### config.mk
export PLATFORM = sky130hd
export DESIGN_NAME = mem_axi_master_if_flat
export DESIGN_NICKNAME = d
export VERILOG_FILES = /design/src/rtl/mem_axi_master_if_if.sv /design/src/rtl/mem_axi_master_if.sv /design/src/flat_wrapper.sv
export SDC_FILE = /design/constraint.sdc
export NUM_CORES = 1
export LEC_CHECK = 0
export CAP_MARGIN = 15
export CORE_AREA = 3 3 218 220
export CTS_BUF_LIST = sky130_fd_sc_hd__clkbuf_2 sky130_fd_sc_hd__clkbuf_4 sky130_fd_sc_hd__clkbuf_8
export CTS_CLUSTER_SIZE = 12
export DETAILED_ROUTE_END_ITERATION = 7
export DIE_AREA = 0 0 221 223
export DONT_BUFFER_PORTS = 1
export PLACE_DENSITY = 0.3
export REMOVE_ABC_BUFFERS = 1
export SYNTH_ARGS = -nofsm -noshare
export SYNTH_HDL_FRONTEND = slang
export SYNTH_SLANG_ARGS = --single-unit
### constraint.sdc
create_clock -name clk_i -period 25.2 [get_ports clk_i]
set_input_delay 6.3 -clock clk_i [delete_from_list [all_inputs] [get_ports clk_i]]
set_output_delay 6.3 -clock clk_i [all_outputs]
set_load 0.01 [all_outputs]
### src/rtl/mem_axi_master_if_if.sv
// ---------------------------------------------------------------------------
// AXI_BUS : AXI4 bus bundle used by mem_axi_master_if.
//   Parameters : AXI_ADDR_WIDTH, AXI_DATA_WIDTH, AXI_ID_WIDTH, AXI_USER_WIDTH
//   Channels   : AW, W, B, AR, R with valid/ready handshakes
//   Modports   : Master (drives AW/W/AR payloads, B/R ready)
//                Slave  (mirror image)
// ---------------------------------------------------------------------------
interface AXI_BUS #(
    parameter int unsigned AXI_ADDR_WIDTH = 32,
    parameter int unsigned AXI_DATA_WIDTH = 64,
    parameter int unsigned AXI_ID_WIDTH   = 16,
    parameter int unsigned AXI_USER_WIDTH = 10
);
    localparam int unsigned AXI_STRB_WIDTH = AXI_DATA_WIDTH / 8;

    logic [AXI_ID_WIDTH-1:0]   aw_id;
    logic [AXI_ADDR_WIDTH-1:0] aw_addr;
    logic [7:0]                aw_len;
    logic [2:0]                aw_size;
    logic [1:0]                aw_burst;
    logic                      aw_lock;
    logic [3:0]                aw_cache;
    logic [2:0]                aw_prot;
    logic [3:0]                aw_qos;
    logic [3:0]                aw_region;
    logic [AXI_USER_WIDTH-1:0] aw_user;
    logic                      aw_valid;
    logic                      aw_ready;

    logic [AXI_DATA_WIDTH-1:0] w_data;
    logic [AXI_STRB_WIDTH-1:0] w_strb;
    logic                      w_last;
    logic [AXI_USER_WIDTH-1:0] w_user;
    logic                      w_valid;
    logic                      w_ready;

    logic [AXI_ID_WIDTH-1:0]   b_id;
    logic [1:0]                b_resp;
    logic [AXI_USER_WIDTH-1:0] b_user;
    logic                      b_valid;
    logic                      b_ready;

    logic [AXI_ID_WIDTH-1:0]   ar_id;
    logic [AXI_ADDR_WIDTH-1:0] ar_addr;
    logic [7:0]                ar_len;
    logic [2:0]                ar_size;
    logic [1:0]                ar_burst;
    logic                      ar_lock;
    logic [3:0]                ar_cache;
    logic [2:0]                ar_prot;
    logic [3:0]                ar_qos;
    logic [3:0]                ar_region;
    logic [AXI_USER_WIDTH-1:0] ar_user;
    logic                      ar_valid;
    logic                      ar_ready;

    logic [AXI_ID_WIDTH-1:0]   r_id;
    logic [AXI_DATA_WIDTH-1:0] r_data;
    logic [1:0]                r_resp;
    logic                      r_last;
    logic [AXI_USER_WIDTH-1:0] r_user;
    logic                      r_valid;
    logic                      r_ready;

    modport Master (
        output aw_id, aw_addr, aw_len, aw_size, aw_burst, aw_lock, aw_cache,
               aw_prot, aw_qos, aw_region, aw_user, aw_valid,
        input  aw_ready,
        output w_data, w_strb, w_last, w_user, w_valid,
        input  w_ready,
        input  b_id, b_resp, b_user, b_valid,
        output b_ready,
        output ar_id, ar_addr, ar_len, ar_size, ar_burst, ar_lock, ar_cache,
               ar_prot, ar_qos, ar_region, ar_user, ar_valid,
        input  ar_ready,
        input  r_id, r_data, r_resp, r_last, r_user, r_valid,
        output r_ready
    );

    modport Slave (
        input  aw_id, aw_addr, aw_len, aw_size, aw_burst, aw_lock, aw_cache,
               aw_prot, aw_qos, aw_region, aw_user, aw_valid,
        output aw_ready,
        input  w_data, w_strb, w_last, w_user, w_valid,
        output w_ready,
        output b_id, b_resp, b_user, b_valid,
        input  b_ready,
        input  ar_id, ar_addr, ar_len, ar_size, ar_burst, ar_lock, ar_cache,
               ar_prot, ar_qos, ar_region, ar_user, ar_valid,
        output ar_ready,
        output r_id, r_data, r_resp, r_last, r_user, r_valid,
        input  r_ready
    );
endinterface

### src/rtl/mem_axi_master_if.sv
// ---------------------------------------------------------------------------
// mem_axi_master_if : bridge from a 64-bit single-word memory request port to
// an AXI4 master. One transaction outstanding, every transaction one beat.
//
// Ports
//   clk_i, rst_ni      clock, synchronous active-low reset
//   mem_csn_i          request (active-low)
//   mem_wen_i          0 = write, 1 = read
//   mem_add_i          64-bit word address
//   mem_wdata_i        write data
//   mem_be_i           byte enables
//   mem_gnt_o          request accepted this cycle
//   mem_rvalid_o       one-cycle completion pulse (reads and writes)
//   mem_rdata_o        read data, holds between read completions
//   mem_err_o          response error (only with MEM_AXI_MASTER_ERR_EN)
//   axi_master         AXI4 master port
//
// Optional feature: define MEM_AXI_MASTER_ERR_EN to add mem_err_o, which
// reports bit 1 of the B/R response (SLVERR or DECERR).
// ---------------------------------------------------------------------------
module mem_axi_master_if #(
    parameter int unsigned AXI_ADDRESS_WIDTH = 32,
    parameter int unsigned AXI_DATA_WIDTH    = 64,
    parameter int unsigned AXI_ID_WIDTH      = 16,
    parameter int unsigned AXI_USER_WIDTH    = 10,
    parameter int unsigned AXI_ID            = 0,
    parameter int unsigned MEM_ADDR_WIDTH    = 29
) (
    input  logic                      clk_i,
    input  logic                      rst_ni,
    input  logic                      mem_csn_i,
    input  logic                      mem_wen_i,
    input  logic [MEM_ADDR_WIDTH-1:0] mem_add_i,
    input  logic [63:0]               mem_wdata_i,
    input  logic [7:0]                mem_be_i,
    output logic                      mem_gnt_o,
    output logic                      mem_rvalid_o,
    output logic [63:0]               mem_rdata_o,
`ifdef MEM_AXI_MASTER_ERR_EN
    output logic                      mem_err_o,
`endif
    AXI_BUS.Master                    axi_master
);

    typedef enum logic [2:0] {IDLE, WR_REQ, WR_RESP, RD_REQ, RD_RESP} state_e;

    state_e                      state_q, state_d;
    logic                        aw_done_q, aw_done_d;
    logic                        w_done_q, w_done_d;
    logic                        rvalid_q, rvalid_d;
    logic [AXI_DATA_WIDTH-1:0]   rdata_q, rdata_d;
    logic [MEM_ADDR_WIDTH-1:0]   addr_q, addr_d;
    logic [AXI_DATA_WIDTH-1:0]   wdata_q, wdata_d;
    logic [7:0]                  be_q, be_d;
`ifdef MEM_AXI_MASTER_ERR_EN
    logic                        err_q, err_d;
`endif

    logic gnt, aw_valid, w_valid, b_ready, ar_valid, r_ready;

    // Response side-band fields and r_last carry nothing for single beats.
    logic unused_sigs;
    assign unused_sigs = ^{axi_master.b_id, axi_master.b_user, axi_master.b_resp,
                           axi_master.r_id, axi_master.r_user, axi_master.r_resp,
                           axi_master.r_last};

    always_comb begin
        state_d   = state_q;
        aw_done_d = aw_done_q;
        w_done_d  = w_done_q;
        rvalid_d  = 1'b0;
        rdata_d   = rdata_q;
        addr_d    = addr_q;
        wdata_d   = wdata_q;
        be_d      = be_q;
`ifdef MEM_AXI_MASTER_ERR_EN
        err_d     = err_q;
`endif
        gnt       = 1'b0;
        aw_valid  = 1'b0;
        w_valid   = 1'b0;
        b_ready   = 1'b0;
        ar_valid  = 1'b0;
        r_ready   = 1'b0;

        case (state_q)
            IDLE: begin
                gnt = rst_ni & ~mem_csn_i;
                if (gnt) begin
                    addr_d  = mem_add_i;
                    wdata_d = mem_wdata_i;
                    be_d    = mem_be_i;
                    state_d = mem_wen_i ? RD_REQ : WR_REQ;
                end
            end
            WR_REQ: begin
                // AW and W retire independently; each valid drops after its own handshake.
                aw_valid  = ~aw_done_q;
                w_valid   = ~w_done_q;
                aw_done_d = aw_done_q | axi_master.aw_ready;
                w_done_d  = w_done_q  | axi_master.w_ready;
                if (aw_done_d && w_done_d) begin
                    aw_done_d = 1'b0;
                    w_done_d  = 1'b0;
                    state_d   = WR_RESP;
                end
            end
            WR_RESP: begin
                b_ready = 1'b1;
                if (axi_master.b_valid) begin
                    rvalid_d = 1'b1;
`ifdef MEM_AXI_MASTER_ERR_EN
                    err_d    = axi_master.b_resp[1];
`endif
                    state_d  = IDLE;
                end
            end
            RD_REQ: begin
                ar_valid = 1'b1;
                if (axi_master.ar_ready) state_d = RD_RESP;
            end
            RD_RESP: begin
                r_ready = 1'b1;
                if (axi_master.r_valid) begin
                    rdata_d  = axi_master.r_data;
                    rvalid_d = 1'b1;
`ifdef MEM_AXI_MASTER_ERR_EN
                    err_d    = axi_master.r_resp[1];
`endif
                    state_d  = IDLE;
                end
            end
            default: state_d = IDLE;
        endcase
    end

    always_ff @(posedge clk_i) begin
        if (!rst_ni) begin
            state_q   <= IDLE;
            aw_done_q <= 1'b0;
            w_done_q  <= 1'b0;
            rvalid_q  <= 1'b0;
            rdata_q   <= '0;
`ifdef MEM_AXI_MASTER_ERR_EN
            err_q     <= 1'b0;
`endif
        end else begin
            state_q   <= state_d;
            aw_done_q <= aw_done_d;
            w_done_q  <= w_done_d;
            rvalid_q  <= rvalid_d;
            rdata_q   <= rdata_d;
`ifdef MEM_AXI_MASTER_ERR_EN
            err_q     <= err_d;
`endif
        end
    end

    // Request payload is only consumed after a grant, so it needs no reset.
    always_ff @(posedge clk_i) begin
        addr_q  <= addr_d;
        wdata_q <= wdata_d;
        be_q    <= be_d;
    end

    assign mem_gnt_o    = gnt;
    assign mem_rvalid_o = rvalid_q;
    assign mem_rdata_o  = rdata_q;
`ifdef MEM_AXI_MASTER_ERR_EN
    assign mem_err_o    = err_q;
`endif

    assign axi_master.aw_id     = AXI_ID_WIDTH'(AXI_ID);
    assign axi_master.aw_addr   = AXI_ADDRESS_WIDTH'({addr_q, 3'b000});
    assign axi_master.aw_len    = 8'd0;
    assign axi_master.aw_size   = 3'd3;
    assign axi_master.aw_burst  = 2'b01;
    assign axi_master.aw_lock   = 1'b0;
    assign axi_master.aw_cache  = 4'd0;
    assign axi_master.aw_prot   = 3'd0;
    assign axi_master.aw_qos    = 4'd0;
    assign axi_master.aw_region = 4'd0;
    assign axi_master.aw_user   = {AXI_USER_WIDTH{1'b0}};
    assign axi_master.aw_valid  = aw_valid;

    assign axi_master.w_data    = wdata_q;
    assign axi_master.w_strb    = be_q;
    assign axi_master.w_last    = 1'b1;
    assign axi_master.w_user    = {AXI_USER_WIDTH{1'b0}};
    assign axi_master.w_valid   = w_valid;

    assign axi_master.b_ready   = b_ready;

    assign axi_master.ar_id     = AXI_ID_WIDTH'(AXI_ID);
    assign axi_master.ar_addr   = AXI_ADDRESS_WIDTH'({addr_q, 3'b000});
    assign axi_master.ar_len    = 8'd0;
    assign axi_master.ar_size   = 3'd3;
    assign axi_master.ar_burst  = 2'b01;
    assign axi_master.ar_lock   = 1'b0;
    assign axi_master.ar_cache  = 4'd0;
    assign axi_master.ar_prot   = 3'd0;
    assign axi_master.ar_qos    = 4'd0;
    assign axi_master.ar_region = 4'd0;
    assign axi_master.ar_user   = {AXI_USER_WIDTH{1'b0}};
    assign axi_master.ar_valid  = ar_valid;

    assign axi_master.r_ready   = r_ready;

endmodule

### src/flat_wrapper.sv
// flat-port wrapper written by rule: the top's interface ports become plain ports
module mem_axi_master_if_flat 
#(
    parameter int unsigned AXI_ADDRESS_WIDTH = 32,
    parameter int unsigned AXI_DATA_WIDTH    = 64,
    parameter int unsigned AXI_ID_WIDTH      = 16,
    parameter int unsigned AXI_USER_WIDTH    = 10,
    parameter int unsigned AXI_ID            = 0,
    parameter int unsigned MEM_ADDR_WIDTH    = 29
)
  (clk_i, rst_ni, mem_csn_i, mem_wen_i, mem_add_i, mem_wdata_i, mem_be_i, mem_gnt_o, mem_rvalid_o, mem_rdata_o, axi_master_aw_id, axi_master_aw_addr, axi_master_aw_len, axi_master_aw_size, axi_master_aw_burst, axi_master_aw_lock, axi_master_aw_cache, axi_master_aw_prot, axi_master_aw_qos, axi_master_aw_region, axi_master_aw_user, axi_master_aw_valid, axi_master_aw_ready, axi_master_w_data, axi_master_w_strb, axi_master_w_last, axi_master_w_user, axi_master_w_valid, axi_master_w_ready, axi_master_b_id, axi_master_b_resp, axi_master_b_user, axi_master_b_valid, axi_master_b_ready, axi_master_ar_id, axi_master_ar_addr, axi_master_ar_len, axi_master_ar_size, axi_master_ar_burst, axi_master_ar_lock, axi_master_ar_cache, axi_master_ar_prot, axi_master_ar_qos, axi_master_ar_region, axi_master_ar_user, axi_master_ar_valid, axi_master_ar_ready, axi_master_r_id, axi_master_r_data, axi_master_r_resp, axi_master_r_last, axi_master_r_user, axi_master_r_valid, axi_master_r_ready);
  AXI_BUS #(.AXI_ADDR_WIDTH(32), .AXI_DATA_WIDTH(AXI_DATA_WIDTH), .AXI_ID_WIDTH(AXI_ID_WIDTH), .AXI_USER_WIDTH(AXI_USER_WIDTH)) axi_master_i ();
  input  logic clk_i;
  input  logic rst_ni;
  input  logic mem_csn_i;
  input  logic mem_wen_i;
  input  logic [MEM_ADDR_WIDTH-1:0] mem_add_i;
  input  logic [63:0] mem_wdata_i;
  input  logic [7:0] mem_be_i;
  output logic mem_gnt_o;
  output logic mem_rvalid_o;
  output logic [63:0] mem_rdata_o;
  output wire logic [$bits(axi_master_i.aw_id)-1:0] axi_master_aw_id;
  output wire logic [$bits(axi_master_i.aw_addr)-1:0] axi_master_aw_addr;
  output wire logic [$bits(axi_master_i.aw_len)-1:0] axi_master_aw_len;
  output wire logic [$bits(axi_master_i.aw_size)-1:0] axi_master_aw_size;
  output wire logic [$bits(axi_master_i.aw_burst)-1:0] axi_master_aw_burst;
  output wire logic [$bits(axi_master_i.aw_lock)-1:0] axi_master_aw_lock;
  output wire logic [$bits(axi_master_i.aw_cache)-1:0] axi_master_aw_cache;
  output wire logic [$bits(axi_master_i.aw_prot)-1:0] axi_master_aw_prot;
  output wire logic [$bits(axi_master_i.aw_qos)-1:0] axi_master_aw_qos;
  output wire logic [$bits(axi_master_i.aw_region)-1:0] axi_master_aw_region;
  output wire logic [$bits(axi_master_i.aw_user)-1:0] axi_master_aw_user;
  output wire logic [$bits(axi_master_i.aw_valid)-1:0] axi_master_aw_valid;
  input wire logic [$bits(axi_master_i.aw_ready)-1:0] axi_master_aw_ready;
  output wire logic [$bits(axi_master_i.w_data)-1:0] axi_master_w_data;
  output wire logic [$bits(axi_master_i.w_strb)-1:0] axi_master_w_strb;
  output wire logic [$bits(axi_master_i.w_last)-1:0] axi_master_w_last;
  output wire logic [$bits(axi_master_i.w_user)-1:0] axi_master_w_user;
  output wire logic [$bits(axi_master_i.w_valid)-1:0] axi_master_w_valid;
  input wire logic [$bits(axi_master_i.w_ready)-1:0] axi_master_w_ready;
  input wire logic [$bits(axi_master_i.b_id)-1:0] axi_master_b_id;
  input wire logic [$bits(axi_master_i.b_resp)-1:0] axi_master_b_resp;
  input wire logic [$bits(axi_master_i.b_user)-1:0] axi_master_b_user;
  input wire logic [$bits(axi_master_i.b_valid)-1:0] axi_master_b_valid;
  output wire logic [$bits(axi_master_i.b_ready)-1:0] axi_master_b_ready;
  output wire logic [$bits(axi_master_i.ar_id)-1:0] axi_master_ar_id;
  output wire logic [$bits(axi_master_i.ar_addr)-1:0] axi_master_ar_addr;
  output wire logic [$bits(axi_master_i.ar_len)-1:0] axi_master_ar_len;
  output wire logic [$bits(axi_master_i.ar_size)-1:0] axi_master_ar_size;
  output wire logic [$bits(axi_master_i.ar_burst)-1:0] axi_master_ar_burst;
  output wire logic [$bits(axi_master_i.ar_lock)-1:0] axi_master_ar_lock;
  output wire logic [$bits(axi_master_i.ar_cache)-1:0] axi_master_ar_cache;
  output wire logic [$bits(axi_master_i.ar_prot)-1:0] axi_master_ar_prot;
  output wire logic [$bits(axi_master_i.ar_qos)-1:0] axi_master_ar_qos;
  output wire logic [$bits(axi_master_i.ar_region)-1:0] axi_master_ar_region;
  output wire logic [$bits(axi_master_i.ar_user)-1:0] axi_master_ar_user;
  output wire logic [$bits(axi_master_i.ar_valid)-1:0] axi_master_ar_valid;
  input wire logic [$bits(axi_master_i.ar_ready)-1:0] axi_master_ar_ready;
  input wire logic [$bits(axi_master_i.r_id)-1:0] axi_master_r_id;
  input wire logic [$bits(axi_master_i.r_data)-1:0] axi_master_r_data;
  input wire logic [$bits(axi_master_i.r_resp)-1:0] axi_master_r_resp;
  input wire logic [$bits(axi_master_i.r_last)-1:0] axi_master_r_last;
  input wire logic [$bits(axi_master_i.r_user)-1:0] axi_master_r_user;
  input wire logic [$bits(axi_master_i.r_valid)-1:0] axi_master_r_valid;
  output wire logic [$bits(axi_master_i.r_ready)-1:0] axi_master_r_ready;
  assign axi_master_aw_id = axi_master_i.aw_id;
  assign axi_master_aw_addr = axi_master_i.aw_addr;
  assign axi_master_aw_len = axi_master_i.aw_len;
  assign axi_master_aw_size = axi_master_i.aw_size;
  assign axi_master_aw_burst = axi_master_i.aw_burst;
  assign axi_master_aw_lock = axi_master_i.aw_lock;
  assign axi_master_aw_cache = axi_master_i.aw_cache;
  assign axi_master_aw_prot = axi_master_i.aw_prot;
  assign axi_master_aw_qos = axi_master_i.aw_qos;
  assign axi_master_aw_region = axi_master_i.aw_region;
  assign axi_master_aw_user = axi_master_i.aw_user;
  assign axi_master_aw_valid = axi_master_i.aw_valid;
  assign axi_master_i.aw_ready = axi_master_aw_ready;
  assign axi_master_w_data = axi_master_i.w_data;
  assign axi_master_w_strb = axi_master_i.w_strb;
  assign axi_master_w_last = axi_master_i.w_last;
  assign axi_master_w_user = axi_master_i.w_user;
  assign axi_master_w_valid = axi_master_i.w_valid;
  assign axi_master_i.w_ready = axi_master_w_ready;
  assign axi_master_i.b_id = axi_master_b_id;
  assign axi_master_i.b_resp = axi_master_b_resp;
  assign axi_master_i.b_user = axi_master_b_user;
  assign axi_master_i.b_valid = axi_master_b_valid;
  assign axi_master_b_ready = axi_master_i.b_ready;
  assign axi_master_ar_id = axi_master_i.ar_id;
  assign axi_master_ar_addr = axi_master_i.ar_addr;
  assign axi_master_ar_len = axi_master_i.ar_len;
  assign axi_master_ar_size = axi_master_i.ar_size;
  assign axi_master_ar_burst = axi_master_i.ar_burst;
  assign axi_master_ar_lock = axi_master_i.ar_lock;
  assign axi_master_ar_cache = axi_master_i.ar_cache;
  assign axi_master_ar_prot = axi_master_i.ar_prot;
  assign axi_master_ar_qos = axi_master_i.ar_qos;
  assign axi_master_ar_region = axi_master_i.ar_region;
  assign axi_master_ar_user = axi_master_i.ar_user;
  assign axi_master_ar_valid = axi_master_i.ar_valid;
  assign axi_master_i.ar_ready = axi_master_ar_ready;
  assign axi_master_i.r_id = axi_master_r_id;
  assign axi_master_i.r_data = axi_master_r_data;
  assign axi_master_i.r_resp = axi_master_r_resp;
  assign axi_master_i.r_last = axi_master_r_last;
  assign axi_master_i.r_user = axi_master_r_user;
  assign axi_master_i.r_valid = axi_master_r_valid;
  assign axi_master_r_ready = axi_master_i.r_ready;
  mem_axi_master_if #(.AXI_ADDRESS_WIDTH(AXI_ADDRESS_WIDTH), .AXI_DATA_WIDTH(AXI_DATA_WIDTH), .AXI_ID_WIDTH(AXI_ID_WIDTH), .AXI_USER_WIDTH(AXI_USER_WIDTH), .AXI_ID(AXI_ID), .MEM_ADDR_WIDTH(MEM_ADDR_WIDTH)) u_core (.clk_i(clk_i), .rst_ni(rst_ni), .mem_csn_i(mem_csn_i), .mem_wen_i(mem_wen_i), .mem_add_i(mem_add_i), .mem_wdata_i(mem_wdata_i), .mem_be_i(mem_be_i), .mem_gnt_o(mem_gnt_o), .mem_rvalid_o(mem_rvalid_o), .mem_rdata_o(mem_rdata_o), .axi_master(axi_master_i));
endmodule
==> impl_metrics.ini <==
[floorplan]
coreArea_um2 = 45500
die_h_um = 223
start_util = 0.152
die_area_um2 = 49300
pin_count = 559
die_x_um = 221
rows = 78

[power_and_ir_drop]
pwr-share-seq = 0.597
internal_power_w = 0.000394
netSwitchingPower_w = 0.000150
pwr-share-clk = 0.364
swShare = 0.276
p_comb_frac = 0.038
ir_drop_v = 0.0000492
cellLeakagePower_nw = 2.37
powerDensity_nw_per_um2 = 75.8

[global_routing]
grt_first_pass_wirelength_um = 28600
grt_max_degree = 137
antenna_found_initial = 22
first_global_vias = 3436
grt_overflow_total = 0
grt_use_total = 0.0856

[cts]
htreeDepth = 4
cts_setup_buffers = 0
clock_path_buffers = 2
clockRootBuffer = clkbuf_8
holdBufCountCts = 0
clk_latency_ns = 0.52
clock-sinks = 171
clkTransAtPathRegs_ns = 0.10
cts.repair.resized = 0
cts_buffers = 17
cts_tree = done

[setup_path]
end_kind = output port
cpPeakStageDelay_ns = 0.51
cp.required_ns = 18.90
critPathLaunchType = input port
reg2reg_to = u_core.axi_master.w_data[26]$_DFFE_PP_
slowest_stage = nor3_2
critPathKind = input port to output port
r2r_setup_slack_ns = 22.01
cp_top_family = simple AND/OR/NAND/NOR gates
r2r-start = u_core.state_q[1]$_SDFFE_PN0P_
reg2reg_depth = 4
path_cells = or3b_2 -> nor3_2
critical_path_buf_inv_count = 0
cp.arrival_ns = 7.45
crit_cells = 2
cp_max_fo = 136

[drt]
wl_per_cell_um = 18.9
drc = 0
routed_via_density = 3.26
first_pass_iters = 4
wl_um = 22000
ant_nets = 0
drt_iter0_drc = 168
vias = 3782

[finish]
drive_gt1_frac = 0.0714
mostFrequentLayoutCells = conb_1 (127), edfxtp_1 (101), dfxtp_1 (70), o21ai_0 (67)
nets = 778
seq_area_um2 = 4430
fillCellCount = 5106
instances_no_fill = 1161
final_util = 0.158
layout_commonest_cell = conb_1
multi_input_area_um2 = 1590
area_growth_pct = 4.14

[placement]
portBuffers = 0
dp_hpwl_um = 16700
place_inst = 1128
routabilityCongestion = 0.699

[synthesis]
synthArstFlopShare = 0
ys_warn_count = 0
syn_area_um2 = 6900
synth_seq_area_share = 0.643
synth.distinct_cells = 28
netlist_instances = 585
ys_seq_elements = 171
synth-edff-count = 101
synth_top_flop_cell = edfxtp_1
syn_area_per_cell_um2 = 11.8

[sta]
maxSlewViolCount = 0
tns_ns = 0
finalCritPeriodShare = 0.546
hold_viol = 0
min_period_ns = 13.75
worst_slew_pin_slew_ns = 0.885
setup_viol = 0
maxSlewHeadroom = 0.410
rsz0062_at_grt = no
fmax_ghz = 0.0727
fin_skew_ns = 0.00875

[outcome]
status = finished clean

[worst_hold_path]
hp-class = register to register
worstHoldStart = u_core.mem_rdata_o[53]$_SDFFE_PN0P_
holdPathEnd = u_core.mem_rdata_o[53]$_SDFFE_PN0P_
worstHoldPathCells = 2

[run]
cap_violations = 0
how the worst max path moves through the flow:
stage | from | end
after floorplan | rst_ni | mem_gnt_o
after global placement | rst_ni | mem_gnt_o
after detailed placement | rst_ni | mem_gnt_o
after CTS | rst_ni | mem_gnt_o
after global routing | rst_ni | mem_gnt_o
final | rst_ni | mem_gnt_o
routing by layer:
| metal | vias up | track usage | share of wire |
|---|---|---|---|
| met3 | 69 | 0.0584 | 0.13 |
| met2 | 395 | 0.153 | 0.51 |
| li1 | 1647 | - | - |
| met1 | 1671 | 0.0727 | 0.32 |
| met5 | - | 0 | 0 |
| met4 | 0 | 0.0393 | 0.036 |
cells in the mapped netlist, drive strengths merged, types with 2 or more instances:
library cell,count,share of area
nand2,65,0.035
or3b,2,0.0025
nand3,65,0.047
o21ai,67,0.049
clkbuf,19,0.011
buf,167,0.18
a21oi,4,0.0029
edfxtp,101,0.44
nor3b,3,0.0033
nor2b,2,0.0018
nor2,8,0.0044
conb,2,0.0011
dfxtp,70,0.20
through the flow:
stage          setup slack [ns]  hold slack (ns)  cell area, um^2  total power, W
6_report                  11.45            0.511             7180        0.000544
5_1_grt                   11.33            0.533             7180        0.000574
4_1_cts                   11.45            0.516             7180        0.000562
3_5_place_dp              11.45            0.501             6800        0.000353
3_3_place_gp              11.41            0.498             6800        0.000353
2_1_floorplan              5.09            0.480             6010        0.000347
logic make-up (layout without fill, tap and decap cells):
family                 Yosys count  after routing  synth area share
multiplexers                     1              1           0.00145
AO/OA/AOI/OAI                   74             74            0.0555
other                            2            128           0.00109
buffers and inverters          186             36             0.196
flip-flops                     171            171             0.643
AND/OR/NAND/NOR                151            151             0.103
layout make-up:
type	count	share of cell area
sequential	171	0.617
clock buffer	18	0.0336
clock inverter	14	0.0192
antenna	1	0.000348
tap	600	0.105
timing repair buffer	4	0.00418
multi-input combinational	353	0.221
flip-flops by register name, summed over array words and instances, names as in the netlist:
register / count
u_core.axi_master.w_data: 64
u_core.mem_rvalid_o: 1
u_core.addr_q: 29
u_core.mem_rdata_o: 64
u_core.axi_master.w_strb: 8
u_core.state_q: 3
u_core.w_done_q: 1
u_core.aw_done_q: 1
power groups by stage:
stage	combinational (W)	sequential [W]	clock (W)
global placement	0.0000210	0.000332	0
floorplan	0.0000168	0.000330	0
global route	0.0000231	0.000327	0.000224
detailed placement	0.0000209	0.000332	0
finish	0.0000209	0.000325	0.000198
CTS	0.0000209	0.000326	0.000215
(Power assumes the default switching activity.)
